## config.mk

```make
export PLATFORM = sky130hd
export DESIGN_NAME = fetch_unit
export DESIGN_NICKNAME = d
export VERILOG_FILES = /design/src/rtl/fetch_unit_pkg.sv /design/src/rtl/fetch_queue.sv /design/src/rtl/fetch_unit.sv
export SDC_FILE = /design/constraint.sdc
export NUM_CORES = 1
export LEC_CHECK = 0
export CAP_MARGIN = 25
export CORE_UTILIZATION = 45
export CTS_CLUSTER_SIZE = 40
export DETAILED_ROUTE_END_ITERATION = 10
export MAX_ROUTING_LAYER = met4
export PLACE_DENSITY = 0.72
export SYNTH_ARGS = -nofsm -noshare
export SYNTH_HDL_FRONTEND = slang
export SYNTH_SLANG_ARGS = --single-unit
```

## constraint.sdc

```tcl
create_clock -name CLOCK_50 -period 5.2 [get_ports CLOCK_50]
set_input_delay 0.78 -clock CLOCK_50 [delete_from_list [all_inputs] [get_ports CLOCK_50]]
set_output_delay 0.78 -clock CLOCK_50 [all_outputs]
set_load 0.01 [all_outputs]
```

## src/rtl/fetch_unit_pkg.sv

```systemverilog
// Shared types and constants for the instruction fetch unit and its queue.
package fetch_unit_pkg;

  localparam logic [3:0] OP_JUMP     = 4'hF;
  localparam int         FETCH_DEPTH = 4;
  localparam int         PC_W        = 12;
  localparam int         INSTR_W     = 16;
  localparam int         CNT_W       = 3;
  localparam int         PTR_W       = 2;

  typedef enum logic [1:0] {
    ST_BOOT  = 2'd0,
    ST_FETCH = 2'd1,
    ST_FLUSH = 2'd2
  } state_t;

  typedef struct packed {
    logic [PC_W-1:0]    pc;
    logic [INSTR_W-1:0] instr;
  } entry_t;

  function automatic logic is_jump(input logic [INSTR_W-1:0] instr);
    return instr[INSTR_W-1:INSTR_W-4] == OP_JUMP;
  endfunction

endpackage

```

## src/rtl/fetch_queue.sv

```systemverilog
// Four-entry instruction queue of {pc, instr} with flush; head reads as zero when empty.
module fetch_queue
  import fetch_unit_pkg::*;
(
  input  logic             CLOCK_50,
  input  logic             reset,
  input  logic             push,
  input  entry_t           push_data,
  input  logic             pop,
  input  logic             flush,
  output entry_t           head,
  output logic             full,
  output logic             empty,
  output logic [CNT_W-1:0] occupancy
);

  entry_t            mem [FETCH_DEPTH];
  logic [PTR_W-1:0]  wr_ptr;
  logic [PTR_W-1:0]  rd_ptr;
  logic [CNT_W-1:0]  count;
  logic              push_ok;
  logic              pop_ok;

  assign full      = (count == CNT_W'(FETCH_DEPTH));
  assign empty     = (count == '0);
  assign occupancy = count;
  assign pop_ok    = pop && !empty;
  assign push_ok   = push && (!full || pop_ok);
  assign head      = empty ? '0 : mem[rd_ptr];

  always_ff @(posedge CLOCK_50) begin
    if (reset || flush) begin
      wr_ptr <= '0;
      rd_ptr <= '0;
      count  <= '0;
    end else begin
      if (push_ok) wr_ptr <= wr_ptr + PTR_W'(1);
      if (pop_ok)  rd_ptr <= rd_ptr + PTR_W'(1);
      case ({push_ok, pop_ok})
        2'b10:   count <= count + CNT_W'(1);
        2'b01:   count <= count - CNT_W'(1);
        default: count <= count;
      endcase
    end
  end

  // Storage carries no reset; stale entries are never visible because head is gated by empty.
  always_ff @(posedge CLOCK_50) begin
    if (push_ok && !reset && !flush) mem[wr_ptr] <= push_data;
  end

endmodule

```

## src/rtl/fetch_unit.sv

```systemverilog
// Instruction fetch: PC sequencing, ROM request issue, in-flight tracking and redirect flush.
// Optional build macro FETCH_EARLY_JUMP_EN follows jump opcodes as they are enqueued.
//
// state    | meaning
// ST_BOOT  | held in reset; no requests
// ST_FETCH | normal issue while queue credit allows
// ST_FLUSH | one cycle after a redirect; first request to the new target
module fetch_unit
  import fetch_unit_pkg::*;
(
  input  logic               CLOCK_50,
  input  logic               reset,
  output logic [PC_W-1:0]    mem_addr,
  output logic               mem_req,
  input  logic [INSTR_W-1:0] mem_q,
  output logic [INSTR_W-1:0] instr_out,
  output logic [PC_W-1:0]    instr_pc,
  output logic               instr_valid,
  input  logic               instr_ready,
  input  logic               redirect,
  input  logic [PC_W-1:0]    redirect_pc
);

  state_t            state;
  state_t            state_nx;
  logic [PC_W-1:0]   fetch_pc;
  logic [PC_W-1:0]   inflight_pc;
  logic              in_flight;
  logic              push;
  logic              pop;
  logic              jump_push;
  logic              credit_ok;
  entry_t            push_data;
  entry_t            head;
  logic              full;
  logic              empty;
  logic [CNT_W-1:0]  occupancy;

  // Responses arriving in a redirect cycle belong to the abandoned path.
  assign push      = in_flight && !redirect;
  assign pop       = instr_valid && instr_ready && !redirect;
  assign push_data = '{pc: inflight_pc, instr: mem_q};
  assign credit_ok = !full && ((occupancy + CNT_W'(in_flight)) < CNT_W'(FETCH_DEPTH));

`ifdef FETCH_EARLY_JUMP_EN
  assign jump_push = push && is_jump(mem_q);
`else
  assign jump_push = 1'b0;
`endif

  fetch_queue u_queue (
    .CLOCK_50  (CLOCK_50),
    .reset     (reset),
    .push      (push),
    .push_data (push_data),
    .pop       (pop),
    .flush     (redirect),
    .head      (head),
    .full      (full),
    .empty     (empty),
    .occupancy (occupancy)
  );

  always_ff @(posedge CLOCK_50) begin
    if (reset) state <= ST_BOOT;
    else       state <= state_nx;
  end

  always_comb begin
    state_nx = state;
    case (state)
      ST_BOOT:  state_nx = ST_FETCH;
      ST_FETCH: if (redirect) state_nx = ST_FLUSH;
      ST_FLUSH: state_nx = redirect ? ST_FLUSH : ST_FETCH;
      default:  state_nx = ST_BOOT;
    endcase
  end

  // The flush cycle issues the redirect target so it is on the bus one cycle after redirect.
  always_comb begin
    mem_req = 1'b0;
    if (!reset && !redirect && credit_ok &&
        (state == ST_FETCH || state == ST_FLUSH))
      mem_req = 1'b1;
  end

  always_ff @(posedge CLOCK_50) begin
    if (reset) begin
      fetch_pc    <= '0;
      inflight_pc <= '0;
      in_flight   <= 1'b0;
    end else begin
      // A request issued alongside an enqueued jump is on the wrong path and is never kept.
      in_flight <= mem_req && !jump_push;
      if (mem_req) inflight_pc <= fetch_pc;
      if (redirect)       fetch_pc <= redirect_pc;
      else if (jump_push) fetch_pc <= mem_q[PC_W-1:0];
      else if (mem_req)   fetch_pc <= fetch_pc + PC_W'(1);
    end
  end

  assign mem_addr    = reset ? '0 : fetch_pc;
  assign instr_valid = !empty && !reset;
  assign instr_out   = instr_valid ? head.instr : '0;
  assign instr_pc    = instr_valid ? head.pc : '0;

endmodule

```

==> out/qor.txt, run 1 <==
Fin Setup TNS: 0 ps
Nets: 531
Die ar.: 0.0140 mm^2
Die Wd: 119 um
Pint: 2.00 mW
Part of the power in combinational logic: 0.070
GPL Wtd Cong: 0.885
Clock sinks: 148
Num ports: 74
Post-route ant nets: 0
Routed via count: 3554
FF-to-FF End: u_queue.occupancy[2]
PD cells: 343 mW/mm^2
H-tree depth: 4
Setup Skew: 11.3 ps
Post-cts sizing count: 0
CTS clk-pin slew, worst paths: 60 ps
Max_slew headroom: 0.440
Reg2Reg Setup Slack: 2740 ps
Cell depth of the worst flop-to-flop path: 8
Total core area: 0.0132 mm^2
Share of layout cells above drive strength 1: 0.150
Hold Vio Cnt, Final: 0
Gr ovfl total: 0
Post CTS Setup Buffer Count: 0
Finish-stage setup viols: 0
Crit path DAT: 2890 ps
Hold slack final: 501 ps
Max-cap violations: 0
Status: finished, final reports clean
Row cnt: 42
TritonRoute pass-1 iters: 4
Worst Hold Class: reg2reg
Syn-to-layout area delta: 24.3%
Port Buffers: 73
Hold Path End: inflight_pc[8]
Crit path time final: 3670 ps
Worst Hold Launch: inflight_pc[8]
Post-cts hold buffer count: 0
#FFs+latches synth: 148
Syn nets: 450
WHS Path Cells: 2
CTS buffer count: 17
Root Buffer Master: clkbuf_16
Dpl hpwl: 7160 um
DRC viols: 0
CTS tree: done
Commonest cells after routing, fill and taps aside: 112 x edfxtp_1, 73 x clkdlybuf4s50_1, 40 x nor2b_1
Routed wire length: 11100 um
Crit. End Element: output port
Clock insertion delay at the later pin of the skew report: 410 ps
Net Sw Power: 0.604 mW
Final Cycle Share: 0.706
Seq pwr share: 0.506
Post-Synthesis Cells: 407
Synthesis Warnings: 0
Chip height: 119 um
Switching Share: 0.232
Reg-to-Reg Start: u_queue.occupancy[0]
Fillers: 1050
Vias per inst: 5.25
Clk pwr share: 0.424
Vias in the first global route: 3651
Distinct cells, synth: 39
Slew Viols, Final: 0
Flip-flop and latch area: 0.00409 mm^2
Footprint of the multi-input gates: 0.00186 mm^2
Initial antenna violation count: 0
DR iter-0 viols: 191
Clock Path Buffers: 2
Worst-Margin Slew: 840 ps
Pleak: 2.40 nW
Starting density of the core: 0.461
All-Layer GR Usage: 0.177
Max rail drop VDD: 0.217 mV
Post-synthesis sequential area ratio: 0.669
Most common cell after layout, fill and taps aside: edfxtp_1
Critical path type: in2out
WL/cell: 16.4 um
Synth Area per Inst: 15.0 um^2
N_diodes: 0
Mapped cell area: 0.00611 mm^2
RSZ-0062 raised after global routing: no
Fmax: 272 MHz
WP data required: 4420 ps
Global-route wire length before repair: 18500 um
Worst Setup Start Kind: input pin
Largest net degree at the start of global routing: 30
Critical Path Fanout Max: 15
metal layers:
layer	vias up	global-route usage	wire [um]
met4	0	0.0538	66
met1	1735	0.229	5010
met2	111	0.282	5440
met5	-	-	0
met3	6	0.0386	593
li1	1702	-	-
cell type report:
class | instances | share of cell area
repair buffers | 84 | 0.109
flip-flops and latches | 148 | 0.538
inverters | 14 | 0.00692
clock buffers | 17 | 0.0561
well taps | 176 | 0.0290
multi-input cells | 223 | 0.245
clock inverters | 15 | 0.0162
per-stage QoR:
stage	cells	total power [mW]	utilization	area (um^2)	worst slack (ps)
final	677	2.61	0.573	7590	1530
after global routing	677	2.71	0.573	7590	1370
after CTS	676	2.63	0.572	7570	1520
after detailed placement	644	1.53	0.530	7020	1430
after global placement	644	1.52	0.530	7020	1520
after floorplan	407	1.45	-	6110	2350
power groups by stage:
stage / Sequential [mW] / Combinational (mW) / Clock [mW]
3_3_place_gp: 1.34 / 0.176 / 0
5_1_grt: 1.32 / 0.203 / 1.19
6_report: 1.32 / 0.182 / 1.10
3_5_place_dp: 1.34 / 0.181 / 0
4_1_cts: 1.32 / 0.183 / 1.13
2_1_floorplan: 1.34 / 0.114 / 0
cells in the mapped netlist, drive strengths merged:
cell / n / area share
a21oi: 15 / 0.012
and4bb: 1 / 0.0020
nor3: 1 / 0.00082
buf: 12 / 0.012
xnor2: 3 / 0.0043
nand4: 2 / 0.0020
a31oi: 5 / 0.0051
o31ai: 3 / 0.0037
nand3: 6 / 0.0049
a2bb2oi: 1 / 0.0014
mux4: 28 / 0.10
or2: 2 / 0.0020
nor2b: 40 / 0.041
inv: 13 / 0.0080
nor3b: 1 / 0.0012
or4: 7 / 0.0086
nor4b: 1 / 0.0025
and3: 3 / 0.0031
nor2: 18 / 0.011
o21ai: 5 / 0.0041
and2: 6 / 0.0061
clkbuf: 10 / 0.0063
nand2: 34 / 0.021
nand2b: 3 / 0.0031
edfxtp: 112 / 0.55
fa: 1 / 0.0033
ha: 10 / 0.020
a32oi: 1 / 0.0014
xor2: 3 / 0.0043
o311ai: 5 / 0.0072
mux2i: 3 / 0.0049
clkinv: 1 / 0.00061
a311oi: 9 / 0.013
dfxtp: 36 / 0.12
or3: 6 / 0.0061
state kept, by name, summed over array words and instances, names as in the netlist, named ones only:
register	cells
inflight_pc	12
u_queue.occupancy	3
fetch_pc	12
state	2
u_queue.wr_ptr	2
u_queue.mem	112
in_flight	1
u_queue.rd_ptr	2
logic make-up (layout without fill, tap and decap cells):
group | after synthesis | in the layout | synth area share
flip-flops | 148 | 148 | 0.669
AND/OR/NAND/NOR | 131 | 131 | 0.116
AO/OA/AOI/OAI | 44 | 44 | 0.0481
buffers and inverters | 36 | 130 | 0.0272
multiplexers | 31 | 31 | 0.108
adder cells (fa/ha/maj) | 11 | 11 | 0.0238
XOR/XNOR | 6 | 6 | 0.00860
worst max path at each step:
stage / depth (start not counted) / from / slack (ps) / to
after floorplan: 5 / reset / 2350 / u_queue.mem[0][0]
after global placement: 5 / redirect / 1520 / u_queue.mem[2][9]
after detailed placement: 5 / redirect / 1430 / u_queue.mem[2][14]
after CTS: 5 / redirect / 1520 / mem_req
after global routing: 5 / redirect / 1370 / mem_req
final: 5 / redirect / 1530 / mem_req
worst max-delay path, stage by stage:
cell and delay, ps:
clkdlybuf4s50_1 670, nor4b_2 360, mux2i_1 130, inv_1 330
clkdlybuf4s50_1 620
Power figures use the tool's default switching activity.
==> run 2: changes to the inputs <==
- PLACE_DENSITY: 0.72 -> 0.74
- clock period: 5.2 -> 3.1 ns (I/O delays scaled with it)
==> run 2 against run 1 <==
Global-route usage shrank 0.22 points; via count shrank 1.4%; critical endpoint is now instr_pc[1]; final cell count grew 0.30%; clock power grew 67%; first-iteration DRC count grew 68%.
==> out/qor.txt, run 2 (synthesis gave the netlist of run 1 again) <==
Setup Skew: 10.2 ps
Post-cts hold buffer count: 0
Nets: 533
CP max stage delay: 560 ps
DRC viols: 0
Root Buffer Master: clkbuf_16
Hold slack final: 497 ps
Vias per inst: 5.16
Chip height: 119 um
Post CTS Setup Buffer Count: 0
Die ar.: 0.0140 mm^2
Finish-stage setup viols: 0
Largest net degree at the start of global routing: 30
Pleak: 2.42 nW
WP data required: 2630 ps
Worst Hold Launch: inflight_pc[0]
Max-cap violations: 0
Worst-Margin Slew: 853 ps
Fin Setup TNS: 0 ps
Clock sinks: 148
Pint: 3.37 mW
Fillers: 1035
Max rail drop VDD: 0.345 mV
H-tree depth: 4
Util after Layout: 0.578
Worst Hold Class: reg2reg
TritonRoute pass-1 iters: 4
Routed wire length: 11000 um
Final Cycle Share: 0.917
CTS buffer count: 17
Gr ovfl total: 0
Global-route wire length before repair: 18200 um
Total core area: 0.0132 mm^2
Switching Share: 0.230
N_diodes: 0
Worst Setup Start Kind: flop
Commonest cells after routing, fill and taps aside: 112 x edfxtp_1, 73 x clkdlybuf4s50_1, 40 x nor2b_1
Reg-to-Reg Start: u_queue.occupancy[2]
Part of the power in combinational logic: 0.073
Vias in the first global route: 3642
Initial antenna violation count: 0
Syn-to-layout area delta: 25.3%
Power Total: 4.38 mW
Net Sw Power: 1.01 mW
Most common cell after layout, fill and taps aside: edfxtp_1
Slowest cell on crit path: mux4_2
Starting density of the core: 0.461
RSZ-0062 raised after global routing: no
Crit. End Element: output port
Reg2Reg Setup Slack: 750 ps
Post-route ant nets: 0
Largest regs: u_queue.mem (112), fetch_pc (12), inflight_pc (12)
Flip-flop and latch area: 0.00409 mm^2
Slew Viols, Final: 0
Share of layout cells above drive strength 1: 0.153
Crit path time final: 2840 ps
PD cells: 572 mW/mm^2
Status: finished, final reports clean
Hold Path End: inflight_pc[0]
Largest Register: u_queue.mem
Footprint of the multi-input gates: 0.00186 mm^2
Clock insertion delay at the later pin of the skew report: 400 ps
Num ports: 74
Routed via count: 3506
DR iter-0 viols: 321
Max_slew headroom: 0.429
Worst path top cell family by delay: buffers and inverters
WHS Path Cells: 2
Row cnt: 42
Largest register FFs: 112
All-Layer GR Usage: 0.175
Critical path type: reg2out
FF-to-FF End: u_queue.occupancy[2]
Port Buffers: 73
Die Wd: 119 um
CP bufs+invs: 2
Crit path DAT: 2380 ps
Critical Path Fanout Max: 20
Seq pwr share: 0.506
CTS clk-pin slew, worst paths: 60 ps
Dpl hpwl: 6990 um
Fmax: 352 MHz
WL/cell: 16.1 um
Cell depth of the worst flop-to-flop path: 7
Cell Chain, Critical Path: buf_12, mux4_2, nor2b_1, clkdlybuf4s50_1
Clk pwr share: 0.422
GPL Wtd Cong: 0.903
CTS tree: done
Post-cts sizing count: 0
Clock Path Buffers: 2
Hold Vio Cnt, Final: 0
-- run 2: per-layer routing --
layer  track usage  vias up  share of wire
li1              -     1713              -
met1         0.212     1687           0.45
met3        0.0434        2          0.040
met4        0.0498        0         0.0029
met5             -        -              0
met2         0.293      104           0.51
-- run 2: worst max-delay path by stage --
stage	startpoint	end	slack, ps	cells after the start
2_1_floorplan	reset	u_queue.mem[1][0]	560	5
3_3_place_gp	reset	u_queue.occupancy[2]	340	9
3_5_place_dp	reset	u_queue.occupancy[2]	280	9
4_1_cts	flop	instr_pc[1]	190	4
5_1_grt	flop	instr_pc[0]	80	4
6_report	flop	instr_pc[1]	260	4
-- run 2: layout make-up --
cell class              count  area share
clock inverters            14      0.0152
inverters                  14     0.00687
repair buffers             86       0.116
multi-input cells         223       0.243
flip-flops and latches    148       0.534
clock buffers              18      0.0561
well taps                 176      0.0288
-- run 2: power groups by stage --
stage	clock (mW)	combinational [mW]	sequential, mW
finish	1.84	0.318	2.21
global placement	0	0.306	2.25
global route	1.98	0.353	2.22
CTS	1.88	0.319	2.21
detailed placement	0	0.317	2.25
floorplan	0	0.191	2.24
-- run 2: per-stage QoR --
step           cell area, um^2  worst slack (ps)  std cells
2_1_floorplan             6110               565        407
3_3_place_gp              7110               340        647
3_5_place_dp              7110               282        647
4_1_cts                   7650               192        679
5_1_grt                   7650              79.1        679
6_report                  7650               257        679
-- run 2: worst reg2reg max path: stages (launching register included) --
cell and delay (ps):
dfxtp_1 380, or3_1 450, and3_1 220, ha_1 240
fa_1 390, xnor2_1 140, or3_1 300, a21oi_1 150
